--- src/rtl/dsp_seq_pkg.sv ---
// dsp_seq_pkg: shared types and constants for the DSP48A1 MAC sequencer.
//   seq_state_e : sequencer FSM states
//   OPM_*       : DSP48A1 OPMODE encodings (X=M / Z=P selects) and pre-adder bit
//   seq_tag_t   : per-beat tag {live, first, last} travelling beside the slice pipe
//   tag_opmode  : OPMODE for a tag
package dsp_seq_pkg;

  typedef enum logic [1:0] {
    ST_IDLE  = 2'd0,
    ST_RUN   = 2'd1,
    ST_DRAIN = 2'd2,
    ST_DONE  = 2'd3
  } seq_state_e;

  localparam logic [7:0] OPM_FIRST      = 8'h01;  // P = M
  localparam logic [7:0] OPM_ACC        = 8'h09;  // P = P + M
  localparam logic [7:0] OPM_HOLD       = 8'h08;  // P = P
  localparam int         OPM_PREADD_BIT = 4;

  typedef struct packed {
    logic live;
    logic first;
    logic last;
  } seq_tag_t;

  localparam seq_tag_t TAG_BUBBLE = 3'b000;

  // Bubbles always hold P; the pre-adder bit only rides on live beats.
  function automatic logic [7:0] tag_opmode(input seq_tag_t t, input logic preadd);
    logic [7:0] m;
    if (!t.live) begin
      m = OPM_HOLD;
    end else if (t.first) begin
      m = OPM_FIRST;
    end else begin
      m = OPM_ACC;
    end
    if (t.live && preadd) begin
      m[OPM_PREADD_BIT] = 1'b1;
    end else begin
      m[OPM_PREADD_BIT] = m[OPM_PREADD_BIT];
    end
    return m;
  endfunction

endpackage

--- src/rtl/dsp48a1_mac_seq_if.sv ---
// dsp48a1_mac_seq_if: job command, operand stream and result handshakes.
//   master : job issuer (drives cmd_*, op_*, res_ready)
//   slave  : sequencer  (drives cmd_ready, op_ready, res_valid, res_data)
// cmd_preadd and op_d are only consumed when DSP_SEQ_PREADD_EN is defined.
interface dsp48a1_mac_seq_if #(parameter int LEN_W = 8) ();
  logic                    cmd_valid;
  logic                    cmd_ready;
  logic [LEN_W-1:0]        cmd_len;
  logic                    cmd_preadd;
  logic                    op_valid;
  logic                    op_ready;
  logic signed [17:0]      op_a;
  logic signed [17:0]      op_b;
  logic signed [17:0]      op_d;
  logic                    res_valid;
  logic                    res_ready;
  logic [47:0]             res_data;

  modport master (
    output cmd_valid, cmd_len, cmd_preadd, op_valid, op_a, op_b, op_d, res_ready,
    input  cmd_ready, op_ready, res_valid, res_data
  );

  modport slave (
    input  cmd_valid, cmd_len, cmd_preadd, op_valid, op_a, op_b, op_d, res_ready,
    output cmd_ready, op_ready, res_valid, res_data
  );
endinterface

--- src/rtl/dsp_seq_tag_pipe.sv ---
// dsp_seq_tag_pipe: 3-stage shift register of beat tags, aligned with the
// DSP48A1 operand/M/P register chain.
//   clk, rst_n    : clock, async active-low clear (all stages become bubbles)
//   tag_in        : tag entering stage 1 every cycle (bubble when no beat)
//   stage1..3     : stage taps
module dsp_seq_tag_pipe
  import dsp_seq_pkg::*;
(
  input  logic     clk,
  input  logic     rst_n,
  input  seq_tag_t tag_in,
  output seq_tag_t stage1,
  output seq_tag_t stage2,
  output seq_tag_t stage3
);

  // Unconditional shift; bubbles fill every idle slot.
  always_ff @(posedge clk or negedge rst_n) begin
    if (!rst_n) begin
      stage1 <= TAG_BUBBLE;
      stage2 <= TAG_BUBBLE;
      stage3 <= TAG_BUBBLE;
    end else begin
      stage1 <= tag_in;
      stage2 <= stage1;
      stage3 <= stage2;
    end
  end

endmodule

--- src/rtl/dsp48a1_mac_seq.sv ---
// dsp48a1_mac_seq: runs dot-product jobs on one DSP48A1 slice
// (A1REG=B1REG=MREG=PREG=OPMODEREG=1, A0REG=B0REG=0).
//   CLK, RST_N         : clock, async active-low reset
//   bus (slave)        : cmd / op / res handshakes
//   dsp_a/b/d          : registered operands to the slice
//   dsp_opmode         : per-beat OPMODE, one cycle after the operands
//   dsp_rst            : sync reset to slice RST* pins, high during RST_N
//   dsp_ce, dsp_carryin: constant 1 / 0
//   dsp_p              : slice P output
// Optional feature macro: DSP_SEQ_PREADD_EN enables cmd_preadd / op_d.
module dsp48a1_mac_seq
  import dsp_seq_pkg::*;
#(
  parameter int LEN_W = 8
) (
  input  logic               CLK,
  input  logic               RST_N,
  dsp48a1_mac_seq_if.slave   bus,
  output logic signed [17:0] dsp_a,
  output logic signed [17:0] dsp_b,
  output logic signed [17:0] dsp_d,
  output logic [7:0]         dsp_opmode,
  output logic               dsp_rst,
  output logic               dsp_ce,
  output logic               dsp_carryin,
  input  logic [47:0]        dsp_p
);

  localparam logic [LEN_W-1:0] LEN_ZERO = {LEN_W{1'b0}};
  localparam logic [LEN_W-1:0] LEN_ONE  = {{(LEN_W-1){1'b0}}, 1'b1};

  seq_state_e       state_r, state_s;
  logic [LEN_W-1:0] len_r, cnt_r, cnt_nxt_s;
  logic             preadd_r, cmd_ready_r, op_ready_r, res_valid_r, cap_r;
  logic [47:0]      res_data_r;
  logic             cmd_fire_s, beat_s, last_beat_s;
  seq_tag_t         tag_in_s, tag1_s, tag2_s, tag3_s;

  assign cmd_fire_s  = bus.cmd_valid && cmd_ready_r;
  assign beat_s      = (state_r == ST_RUN) && bus.op_valid && op_ready_r;
  assign cnt_nxt_s   = cnt_r + LEN_ONE;
  assign last_beat_s = beat_s && (cnt_nxt_s == len_r);

  assign bus.cmd_ready = cmd_ready_r;
  assign bus.op_ready  = op_ready_r;
  assign bus.res_valid = res_valid_r;
  assign bus.res_data  = res_data_r;
  assign dsp_ce        = 1'b1;
  assign dsp_carryin   = 1'b0;

`ifndef DSP_SEQ_PREADD_EN
  logic unused_s;
  assign unused_s = bus.cmd_preadd ^ (^bus.op_d);
`endif

  // Next-state logic.
  always_comb begin
    state_s = state_r;
    case (state_r)
      ST_IDLE: begin
        if (cmd_fire_s) begin
          if (bus.cmd_len == LEN_ZERO) state_s = ST_DONE;
          else                         state_s = ST_RUN;
        end else begin
          state_s = ST_IDLE;
        end
      end
      ST_RUN: begin
        if (last_beat_s) state_s = ST_DRAIN;
        else             state_s = ST_RUN;
      end
      ST_DRAIN: begin
        // cap_r marks the cycle P holds the final sum.
        if (cap_r) state_s = ST_DONE;
        else       state_s = ST_DRAIN;
      end
      ST_DONE: begin
        if (res_valid_r && bus.res_ready) state_s = ST_IDLE;
        else                              state_s = ST_DONE;
      end
      default: state_s = ST_IDLE;
    endcase
  end

  // Tag for the current cycle: a live beat or a bubble.
  always_comb begin
    tag_in_s = TAG_BUBBLE;
    if (beat_s) begin
      tag_in_s.live  = 1'b1;
      tag_in_s.first = (cnt_r == LEN_ZERO);
      tag_in_s.last  = last_beat_s;
    end else begin
      tag_in_s = TAG_BUBBLE;
    end
  end

  dsp_seq_tag_pipe u_tag_pipe (
    .clk    (CLK),
    .rst_n  (RST_N),
    .tag_in (tag_in_s),
    .stage1 (tag1_s),
    .stage2 (tag2_s),
    .stage3 (tag3_s)
  );

  // State, handshake flags, operand registers, OPMODE and result capture.
  always_ff @(posedge CLK or negedge RST_N) begin
    if (!RST_N) begin
      state_r     <= ST_IDLE;
      len_r       <= LEN_ZERO;
      cnt_r       <= LEN_ZERO;
      preadd_r    <= 1'b0;
      cmd_ready_r <= 1'b0;
      op_ready_r  <= 1'b0;
      res_valid_r <= 1'b0;
      res_data_r  <= 48'd0;
      cap_r       <= 1'b0;
      dsp_a       <= 18'sd0;
      dsp_b       <= 18'sd0;
      dsp_d       <= 18'sd0;
      dsp_opmode  <= OPM_HOLD;
      dsp_rst     <= 1'b1;
    end else begin
      state_r     <= state_s;
      cmd_ready_r <= (state_s == ST_IDLE);
      dsp_rst     <= 1'b0;
      // Stage-3 tag leaves as its P lands; capture on the following edge.
      cap_r       <= tag3_s.live && tag3_s.last;
      dsp_opmode  <= tag_opmode(tag1_s, preadd_r);

      if (cmd_fire_s) begin
        len_r      <= bus.cmd_len;
        cnt_r      <= LEN_ZERO;
        op_ready_r <= (bus.cmd_len != LEN_ZERO);
`ifdef DSP_SEQ_PREADD_EN
        preadd_r   <= bus.cmd_preadd;
`else
        preadd_r   <= 1'b0;
`endif
      end else if (last_beat_s) begin
        op_ready_r <= 1'b0;
      end

      if (beat_s) begin
        cnt_r <= cnt_nxt_s;
        dsp_a <= bus.op_a;
        dsp_b <= bus.op_b;
`ifdef DSP_SEQ_PREADD_EN
        dsp_d <= bus.op_d;
`else
        dsp_d <= 18'sd0;
`endif
      end

      if ((state_r == ST_IDLE) && cmd_fire_s && (bus.cmd_len == LEN_ZERO)) begin
        res_data_r  <= 48'd0;
        res_valid_r <= 1'b1;
      end else if ((state_r == ST_DRAIN) && cap_r) begin
        res_data_r  <= dsp_p;
        res_valid_r <= 1'b1;
      end else if (res_valid_r && bus.res_ready) begin
        res_valid_r <= 1'b0;
      end
    end
  end

endmodule

--- src/flat_wrapper.sv ---
// flat-port wrapper written by rule: the top's interface ports become plain ports
module dsp48a1_mac_seq_flat import dsp_seq_pkg::*;
#(
  parameter int LEN_W = 8
)
  (CLK, RST_N, dsp_a, dsp_b, dsp_d, dsp_opmode, dsp_rst, dsp_ce, dsp_carryin, dsp_p, bus_cmd_valid, bus_cmd_len, bus_cmd_preadd, bus_op_valid, bus_op_a, bus_op_b, bus_op_d, bus_res_ready, bus_cmd_ready, bus_op_ready, bus_res_valid, bus_res_data);
  dsp48a1_mac_seq_if #(.LEN_W(LEN_W)) bus_i ();
  input  logic CLK;
  input  logic RST_N;
  output logic signed [17:0] dsp_a;
  output logic signed [17:0] dsp_b;
  output logic signed [17:0] dsp_d;
  output logic [7:0] dsp_opmode;
  output logic dsp_rst;
  output logic dsp_ce;
  output logic dsp_carryin;
  input  logic [47:0] dsp_p;
  input wire logic [$bits(bus_i.cmd_valid)-1:0] bus_cmd_valid;
  input wire logic [$bits(bus_i.cmd_len)-1:0] bus_cmd_len;
  input wire logic [$bits(bus_i.cmd_preadd)-1:0] bus_cmd_preadd;
  input wire logic [$bits(bus_i.op_valid)-1:0] bus_op_valid;
  input wire logic [$bits(bus_i.op_a)-1:0] bus_op_a;
  input wire logic [$bits(bus_i.op_b)-1:0] bus_op_b;
  input wire logic [$bits(bus_i.op_d)-1:0] bus_op_d;
  input wire logic [$bits(bus_i.res_ready)-1:0] bus_res_ready;
  output wire logic [$bits(bus_i.cmd_ready)-1:0] bus_cmd_ready;
  output wire logic [$bits(bus_i.op_ready)-1:0] bus_op_ready;
  output wire logic [$bits(bus_i.res_valid)-1:0] bus_res_valid;
  output wire logic [$bits(bus_i.res_data)-1:0] bus_res_data;
  assign bus_i.cmd_valid = bus_cmd_valid;
  assign bus_i.cmd_len = bus_cmd_len;
  assign bus_i.cmd_preadd = bus_cmd_preadd;
  assign bus_i.op_valid = bus_op_valid;
  assign bus_i.op_a = bus_op_a;
  assign bus_i.op_b = bus_op_b;
  assign bus_i.op_d = bus_op_d;
  assign bus_i.res_ready = bus_res_ready;
  assign bus_cmd_ready = bus_i.cmd_ready;
  assign bus_op_ready = bus_i.op_ready;
  assign bus_res_valid = bus_i.res_valid;
  assign bus_res_data = bus_i.res_data;
  dsp48a1_mac_seq #(.LEN_W(LEN_W)) u_core (.CLK(CLK), .RST_N(RST_N), .bus(bus_i), .dsp_a(dsp_a), .dsp_b(dsp_b), .dsp_d(dsp_d), .dsp_opmode(dsp_opmode), .dsp_rst(dsp_rst), .dsp_ce(dsp_ce), .dsp_carryin(dsp_carryin), .dsp_p(dsp_p));
endmodule
--- config.mk ---
export PLATFORM = sky130hd
export DESIGN_NAME = dsp48a1_mac_seq_flat
export DESIGN_NICKNAME = d
export VERILOG_FILES = /design/src/rtl/dsp_seq_pkg.sv /design/src/rtl/dsp48a1_mac_seq_if.sv /design/src/rtl/dsp_seq_tag_pipe.sv /design/src/rtl/dsp48a1_mac_seq.sv /design/src/flat_wrapper.sv
export SDC_FILE = /design/constraint.sdc
export NUM_CORES = 1
export LEC_CHECK = 0
export BUFFER_PORTS_ARGS = -buffer_cell sky130_fd_sc_hd__buf_2
export CORE_AREA = 2 2 111 113
export CTS_BUF_LIST = sky130_fd_sc_hd__clkbuf_4
export DETAILED_ROUTE_END_ITERATION = 10
export DIE_AREA = 0 0 113 115
export GPL_TIMING_DRIVEN = 0
export PLACE_DENSITY_LB_ADDON = 0.3
export SLEW_MARGIN = 15
export SYNTH_ARGS = -nofsm -noshare
export SYNTH_HDL_FRONTEND = slang
export SYNTH_SLANG_ARGS = --single-unit
export TNS_END_PERCENT = 20
--- constraint.sdc ---
create_clock -name CLK -period 5.9 [get_ports CLK]
set_input_delay 0.59 -clock CLK [delete_from_list [all_inputs] [get_ports CLK]]
set_output_delay 0.59 -clock CLK [all_outputs]
set_load 0.02 [all_outputs]
# After elaboration in Yosys (flattened, before gate mapping)
# Cells that the tools add are included.
[word_totals] out_inout_bits=116 in_bits=116 reg_bits=122
[op_classes] eq_ne=4 n_addsub=1 reduce_logical=18 mux=18
[ops] op="$mux 48" n=2
[ops] op="$mux 8" n=3
[ops] op="$logic_not 8->1" n=2
[ops] op="$logic_and 1x1->1" n=9
[ops] op="$add 8x1->8 const B" n=1
[ops] op="$eq 8x8->1" n=1
[ops] op="$mux 2" n=4
[ops] op="$pmux 2 s4" n=1
[ops] op="$reduce_bool 8->1" n=1
[ops] op="$mux 1" n=6
[ops] op="$reduce_bool 2->1" n=3
[ops] op="$eq 2x2->1 const B" n=2
[ops] op="$logic_not 2->1" n=2
[ops] op="$mux 4" n=1
[ops] op="$mux 3" n=1
[ops] op="$reduce_bool 3->1" n=1
[ops] op="$eq 2x1->1 const B" n=1

# Depth between registers and ports, before layout
# Gate-level depths: netlist (run 1).
[depth] ltp_word=7 depth_mapped=7 mapped_depth_nobuf=7

# Cells and area by module
# Synthesis (run 1) repeated with hierarchy kept, for this count alone.
[unflattened] cells_unflattened=534 hier_area_um2=4994.8
[modules_own_cells] mod="dsp48a1_mac_seq" cells_each=525 seq_area_each_um2=2730.1 n_inst=1 area_per_inst_um2=4769.6
[modules_own_cells] mod="dsp_seq_tag_pipe" cells_each=9 seq_area_each_um2=225.2 n_inst=1 area_per_inst_um2=225.2

# Least setup slack after synthesis (run 1)
# Ideal clock, no wire load.
[synth_timing] path_kind="register -> register" start="register u_core.cnt_r[0]" end="register u_core.op_ready_r, in the netlist u_core.bus.op_ready" arrival_ns=1.803 n_path_buf=0 path_stages_with_launch=8 synth_period_minus_slack_ns=1.932 slack_ns=3.968 cell_sequence="dfrtp_1 > inv_1 > ha_1 > xor2_1 > a2111oi_4 > o2111ai_2 > nor4_1 > a21oi_1"
[synth_via] elab_chain_len=4
[synth_lines] item="from (decl)" line_no="dsp48a1_mac_seq.sv:33" source="logic [LEN_W-1:0] len_r, cnt_r, cnt_nxt_s;"
[synth_lines] item="from (signal assigned)" line_no="dsp48a1_mac_seq.sv:145" source="cnt_r <= cnt_nxt_s;"
[synth_lines] item="$add 8x1->8" line_no="dsp48a1_mac_seq.sv:41" source="assign cnt_nxt_s = cnt_r + LEN_ONE;"
[synth_lines] item="$eq 8x8->1" line_no="dsp48a1_mac_seq.sv:42" source="assign last_beat_s = beat_s && (cnt_nxt_s == len_r);"
[synth_lines] item="$logic_and 1x1->1" line_no="dsp48a1_mac_seq.sv:42"
[synth_lines] item="$reduce_bool 2->1 (no source line)"
[synth_lines] item="to (signal assigned)" line_no="dsp48a1_mac_seq.sv:134" source="op_ready_r <= (bus.cmd_len != LEN_ZERO);"
[synth_lines] item="to (decl)" line_no="dsp48a1_mac_seq.sv:34" source="logic preadd_r, cmd_ready_r, op_ready_r, res_valid_r, cap_r;"
# No other way between the ends.
# A chain may end at the register's enable or synchronous reset.

# Worst setup path in the final report (run 1)
# Same ends and word-level chain as after synthesis.

==> results of run 1 <==
## flip-flops by register name, summed over array words and instances (netlist names), 2 cells and up
name and count:
u_core.state_r 2, u_core.len_r 8, u_core.bus.res_data 48, u_core.dsp_opmode 2, u_core.u_tag_pipe.stage3 2, u_core.u_tag_pipe.stage1 3, u_core.cnt_r 8, u_core.dsp_b 18
u_core.dsp_a 18
## kinds of logic (layout without fill, tap and decap cells)
| family | Yosys count | in the layout | synth area share [%] |
|---|---|---|---|
| flops | 115 | 115 | 57.0 |
| mux | 7 | 7 | 1.56 |
| buf+inv | 65 | 285 | 7.15 |
| other cells | 2 | 27 | 0.149 |
| xor+xnor | 11 | 11 | 1.91 |
| fa+ha+maj | 2 | 2 | 0.495 |
| compound gates | 83 | 83 | 9.85 |
| simple gates | 259 | 259 | 21.9 |
## layout make-up
type / count / area share [%]
inverter: 7 / 0.399
sequential: 115 / 43.7
clock inverter: 14 / 2.18
buffer: 58 / 5.09
multi-input combinational: 389 / 29.0
tap: 147 / 2.79
timing repair buffer: 188 / 14.8
clock buffer: 18 / 2.05
## stage by stage
stage	total power [mW]	utilization [%]	std cells	hold slack (ns)	worst slack, ns
6_report	1.47	55.8	936	0.261	3.72
5_1_grt	1.54	55.8	936	0.199	3.58
4_1_cts	1.49	55.8	936	0.205	3.73
3_5_place_dp	0.907	53.3	903	0.339	3.47
3_3_place_gp	0.903	53.0	902	0.334	2.89
2_1_floorplan	0.853	-	569	0.294	3.97
## power breakdown
group | internal (mW) | total [mW] | switching (mW)
clock | 0.288 | 0.577 | 0.289
combinational | 0.0448 | 0.0968 | 0.0520
sequential | 0.792 | 0.795 | 0.00358
## per-layer routing
layer	global-route usage, %	vias to the layer above
li1	-	2188
met1	24.2	2038
met2	30.5	177
met3	7.43	21
met4	7.56	0
met5	0	-
## placed cells by master, fill, tap and decap left out, types with 2 or more instances in the layout
| cell type | n |
|---|---|
| nand2_1 | 216 |
| buf_2 | 195 |
| dfrtp_1 | 113 |
| a21oi_1 | 52 |
| buf_4 | 28 |
| conb_1 | 27 |
| clkbuf_4 | 18 |
| clkbuf_1 | 16 |
| o21ai_0 | 12 |
| mux2_2 | 7 |
| xnor2_1 | 6 |
| nor2_1 | 6 |
| inv_1 | 5 |
| xor2_1 | 5 |
| nand3_1 | 5 |
| clkinv_1 | 5 |
| nor3_1 | 4 |
| nor4_1 | 4 |
| buf_1 | 4 |
| clkinv_2 | 4 |
| nand2b_1 | 3 |
| o21ai_1 | 3 |
| o31ai_1 | 3 |
| bufinv_16 | 3 |
| inv_2 | 2 |
| a211oi_1 | 2 |
| and4_1 | 2 |
| nand4_1 | 2 |
| or3_1 | 2 |
| nor3_2 | 2 |
| and2_1 | 2 |
| nand3b_1 | 2 |
| ha_1 | 2 |
| clkinvlp_4 | 2 |
| dfstp_2 | 2 |
## path summary, 6_finish.rpt
kind,end,slack (ns),cells past startpoint
max in group asynchronous,u_core.dsp_rst$_DFF_PN1_,4.62,3
min,u_core.dsp_a[12]$_DFFE_PN0P_,0.26,3
min reg2reg,u_core.u_tag_pipe.stage3[0]$_DFF_PN0_,0.36,0
min in group asynchronous,u_core.bus.res_data[44]$_DFFE_PN0P_,0.54,2
max reg2reg,u_core.bus.op_ready$_DFFE_PN0P_,3.72,7
max,u_core.bus.op_ready$_DFFE_PN0P_,3.72,7
## critical path: cells and delay by family (launching register included)
family / cells / cell delay [ns]
AO/OA/AOI/OAI: 3 / 0.65
flip-flops: 1 / 0.49
adder cells (fa/ha/maj): 1 / 0.33
AND/OR/NAND/NOR: 1 / 0.29
XOR/XNOR: 1 / 0.19
buffers and inverters: 1 / 0.12
==> impl_metrics.env, run 1 <==
export IMPL_maxClockFrequency_mhz=459
export IMPL_vias_per_cell=4.73
export IMPL_hold_path_class="in -> reg"
export IMPL_vias=4424
export IMPL_min_period_over_period_pct=37.0
export IMPL_cts_path_max_buffers=2
export IMPL_fillers=1106
export IMPL_power_density_nw_per_um2=223
export IMPL_dp_hpwl_microns=9080
export IMPL_syn2layout_area_growth_pct=30.3
export IMPL_cp_max_fo=8
export IMPL_startpoint="u_core.cnt_r[0]$_DFFE_PN0P_"
export IMPL_clk_latency_ns=0.51
export IMPL_synth_cell_types=50
export IMPL_synth_edf_count=0
export IMPL_met1Wirelength_microns=5110
export IMPL_remaining_drc_errors=18
export IMPL_worstReg2RegStart="u_core.cnt_r[0]$_DFFE_PN0P_"
export IMPL_antennaDiodeCount=0
export IMPL_cts_resized=0
export IMPL_setup_viol_count_final=0
export IMPL_slowest_stage="dfrtp_1"
export IMPL_worst_setup_path_type="reg -> reg"
export IMPL_synthTopCellsByArea="dfrtp_1 56%, nand2_1 16%, a21oi_1 5.1%"
export IMPL_crit_arrival_ns=2.58
export IMPL_regArea_sq_um=2880
export IMPL_dpl_instance_area_sq_um=6300
export IMPL_initial_core_util_pct=42.8
export IMPL_status="finished, violations left"
export IMPL_clock_sinks=115
export IMPL_path_clk_slew_ns=0.11
export IMPL_synthTopCellsByCount="216 x nand2_1, 113 x dfrtp_1, 52 x a21oi_1"
export IMPL_cp_required_ns=6.30
export IMPL_hold_violations=0
export IMPL_ioPinCount=232
export IMPL_grt_ovfl_total=0
export IMPL_cpPeakStageDelay_ns=0.49
export IMPL_synthArstFlopShare_pct=100
export IMPL_worst_pin_slew_ns=0.550
export IMPL_grt_pass1_vias=4296
export IMPL_antenna_found_initial=0
export IMPL_stdcell_area_sq_um=6590
export IMPL_cp_end_kind="flip-flop"
export IMPL_die_w_microns=113
export IMPL_chipHeight_microns=115
export IMPL_drive_above_1_share_pct=35.0
export IMPL_dr_wl_met3_microns=1140
export IMPL_postRouteAntennaNets=0
export IMPL_finalCriticalPeriod_ns=2.18
export IMPL_postCtsSetupRepairBufs=0
export IMPL_multiInputGateArea_sq_um=1910
export IMPL_synth_flop_cell="dfrtp_1"
export IMPL_wl_per_cell_microns=13.0
export IMPL_p_leak_nw=3.54
export IMPL_hold_start="bus_op_a[12]"
export IMPL_drv_cap=0
export IMPL_cts_buffers=17
export IMPL_grt_setup_unrepaired="false"
export IMPL_grt_pass1_wl_microns=19900
export IMPL_ys_warn_count=0
export IMPL_ctsHoldBuffers=1
export IMPL_cts_tree="yes"
export IMPL_violations="DRC"
export IMPL_synth_seq_cells=115
export IMPL_wl_microns=12200
export IMPL_placementRows=40
export IMPL_synth_cell_area_sq_um=5050
export IMPL_first_pass_iters=7
export IMPL_cts_max_level=4
export IMPL_drt_iter0_drc=310
export IMPL_finClkSkew_ns=0.0118
export IMPL_maxSlewViolCount=0
export IMPL_core_area_sq_um=11800
export IMPL_dieArea_sq_um=13000
export IMPL_startpoint_type="flip-flop"
export IMPL_synth_area_leader_cell="dfrtp_1"
export IMPL_syn_inst=544
export IMPL_gr_usage_all_layers_pct=19.3
export IMPL_slew_headroom_pct=63.3
export IMPL_gp_congestion=0.814
export IMPL_synth_top_area_share_pct=55.9
export IMPL_fin_nets=894
export IMPL_ir_worst_vdd_mv=0.110
export IMPL_setup_tns_ns=0
export IMPL_path_cells="inv_1 > ha_1 > xor2_1 > a2111oi_4 > o2111ai_2 > nor4_1 > a21oi_1"
export IMPL_grt_max_degree=76
export IMPL_yosysMostFrequentCell="nand2_1"
export IMPL_cts_root_buf="clkbuf_4"
export IMPL_wl_met2_microns=5690
export IMPL_routed_top_layer="met4"
export IMPL_ys_seq_area_share_pct=57.0
export IMPL_avgSynthCellArea_sq_um=9.29
export IMPL_io_buffers=186
(Power assumes the default switching activity.)
==> inputs of run 2 (changes only) <==
- clock period: 5.9 -> 1.98 ns (I/O delays scaled with it)
==> run 2 against run 1 <==
Against the previous run: maximum frequency is 14% higher; clock power grew to 3.0 times the previous value; register-to-register slack worse by 3.7 ns; critical endpoint is now u_core.u_tag_pipe.stage1[0]$_DFF_PN0_; die area stayed put; global-route usage is 4.1 points higher; final area is 16% higher; clock-buffer cell count stayed put; core utilization is 8.9 points higher; critical path depth stayed put; the run still ends with DRC left; worst hold slack worse by 0.11 ns.
==> impl_metrics.env, run 2 (synthesis gave the netlist of run 1 again) <==
export IMPL_slew_headroom_pct=60.9
export IMPL_multiInputGateArea_sq_um=2000
export IMPL_p_sw_mw=1.08
export IMPL_p_leak_nw=3.96
export IMPL_worstReg2RegStart="u_core.cnt_r[1]$_DFFE_PN0P_"
export IMPL_die_w_microns=113
export IMPL_final_common_cell="nand2_1"
export IMPL_clk_latency_ns=0.51
export IMPL_wl_microns=14800
export IMPL_power_density_nw_per_um2=596
export IMPL_grt_max_degree=76
export IMPL_met1Wirelength_microns=5940
export IMPL_status="finished, violations left"
export IMPL_grt_ovfl_total=0
export IMPL_finalNonFillerCells=1031
export IMPL_violations="DRC"
export IMPL_cts_root_buf="clkbuf_4"
export IMPL_worst_pin_slew_ns=0.586
export IMPL_cp_required_ns=2.40
export IMPL_seqPwrFrac_pct=52.1
export IMPL_internal_power_mw=3.48
export IMPL_dr_wl_met3_microns=1070
export IMPL_drive_above_1_share_pct=32.8
export IMPL_ir_worst_vdd_mv=0.347
export IMPL_gr_usage_all_layers_pct=23.4
export IMPL_setup_viol_count_final=0
export IMPL_r2r_end="u_core.u_tag_pipe.stage1[0]$_DFF_PN0_"
export IMPL_worst_r2r_setup_slack_ns=0.07
export IMPL_core_area_sq_um=11800
export IMPL_regArea_sq_um=2880
export IMPL_cp_max_fo=10
export IMPL_final_cell_mix="216 x nand2_1, 192 x buf_2, 112 x dfrtp_1"
export IMPL_wl_per_cell_microns=14.4
export IMPL_hold_path_class="in -> async"
export IMPL_drv_cap=0
export IMPL_p_comb_share_pct=9.9
export IMPL_vias_per_cell=4.80
export IMPL_path_clk_slew_ns=0.11
export IMPL_postRouteAntennaNets=0
export IMPL_syn2layout_area_growth_pct=51.2
export IMPL_dieArea_sq_um=13000
export IMPL_worstRegToRegCells=7
export IMPL_fillers=942
export IMPL_initial_core_util_pct=42.8
export IMPL_worst_setup_path_type="reg -> reg"
export IMPL_startpoint="u_core.cnt_r[1]$_DFFE_PN0P_"
export IMPL_antenna_found_initial=0
export IMPL_post_place_ws_ns=-0.192
export IMPL_maxClockFrequency_mhz=523
export IMPL_ioPinCount=232
export IMPL_placementRows=40
export IMPL_routed_top_layer="met4"
export IMPL_finalCriticalPeriod_ns=1.91
export IMPL_dp_hpwl_microns=9080
export IMPL_power_frac_clock_pct=38.0
export IMPL_grt_setup_unrepaired="true"
export IMPL_finClkSkew_ns=0.0135
export IMPL_grt_pass1_wl_microns=24200
export IMPL_first_pass_iters=8
export IMPL_crit_arrival_ns=2.33
export IMPL_fin_ws_ns=0.0672
export IMPL_vias=4953
export IMPL_drt_iter0_drc=375
export IMPL_cts_path_max_buffers=2
export IMPL_dp_cells=903
export IMPL_remaining_drc_errors=18
export IMPL_cts_max_level=4
export IMPL_clock_sinks=115
export IMPL_antennaDiodeCount=0
export IMPL_grt_pass1_vias=5078
export IMPL_chipHeight_microns=115
export IMPL_setup_worst_path_end="u_core.u_tag_pipe.stage1[0]$_DFF_PN0_"
export IMPL_hold_violations=0
export IMPL_gp_congestion=0.814
export IMPL_cp_end_kind="flip-flop"
export IMPL_startpoint_type="flip-flop"
export IMPL_swShare_pct=23.7
export IMPL_cts_tree="yes"
export IMPL_min_period_over_period_pct=96.6
export IMPL_fin_nets=989
export IMPL_io_buffers=186
export IMPL_maxSlewViolCount=0
export IMPL_wl_met2_microns=7590
export IMPL_cts_buffers=17
export IMPL_largest_reg_flops=48
-- run 2: stage by stage --
step	util, %	hold WS, ns	TNS, ns	power [mW]	area (sq um)
floorplan	-	-0.0976	0	2.54	5150
global placement	53.0	0.334	-71.72	2.69	6260
finish	64.7	0.153	0	4.56	7640
detailed placement	53.3	0.139	-0.894	2.70	6300
global route	64.7	0.127	-0.0741	4.77	7640
CTS	63.9	0.121	-0.0253	4.59	7540
-- run 2: final cells by class --
cell class	count	area share, %
Timing Repair Buffer	284	25.3
Sequential cell	115	37.7
Tap cell	147	2.41
Clock buffer	18	1.77
Clock inverter	14	1.88
Inverter	7	0.344
Multi-Input combinational cell	389	26.1
Buffer	57	4.49
-- run 2: power by group through the flow --
stage          Sequential [mW]  Combinational (mW)  Clock (mW)
5_1_grt                   2.37               0.489        1.90
2_1_floorplan             2.42               0.123           0
3_3_place_gp              2.42               0.275           0
4_1_cts                   2.37               0.432        1.79
3_5_place_dp              2.42               0.287           0
6_report                  2.37               0.452        1.73
-- run 2: worst min path at each step --
stage | startpoint | to | slack (ns) | depth (start not counted)
after global routing | RST_N | u_core.bus.res_data[3]$_DFFE_PN0P_ | 0.13 | 2
after global placement | u_core.u_tag_pipe.stage2[0]$_DFF_PN0_ | u_core.u_tag_pipe.stage3[0]$_DFF_PN0_ | 0.33 | 0
after floorplan | RST_N | u_core.bus.cmd_ready$_DFF_PN0_ | -0.1 | 0
after detailed placement | RST_N | u_core.bus.res_data[2]$_DFFE_PN0P_ | 0.14 | 1
final | RST_N | u_core.bus.res_data[44]$_DFFE_PN0P_ | 0.15 | 2
after CTS | RST_N | u_core.bus.res_data[46]$_DFFE_PN0P_ | 0.12 | 2
-- run 2: repair_timing --
action | in CTS | in global routing
gates resized for setup | 3 | 20
endpoints found under the hold margin | 207 | 0
pin swaps | 3 | 7
hold buffers | 95 | 0
endpoints found under the setup margin | 14 | 30
gates cloned | 0 | 0
buffers inserted | 1 | 1
-- run 2: layer usage --
metal,GRT usage [%],vias up
met5,0,-
li1,-,2380
met4,7.97,0
met3,7.17,27
met1,28.0,2344
met2,40.6,202
-- run 2: worst max-delay path, cell delays in order (launching register included) --
cell	delay, ns
dfrtp_1	0.44
ha_2	0.20
buf_6	0.14
nand2b_4	0.14
a2111oi_4	0.35
o211ai_1	0.16
o211ai_2	0.14
nor4b_4	0.24
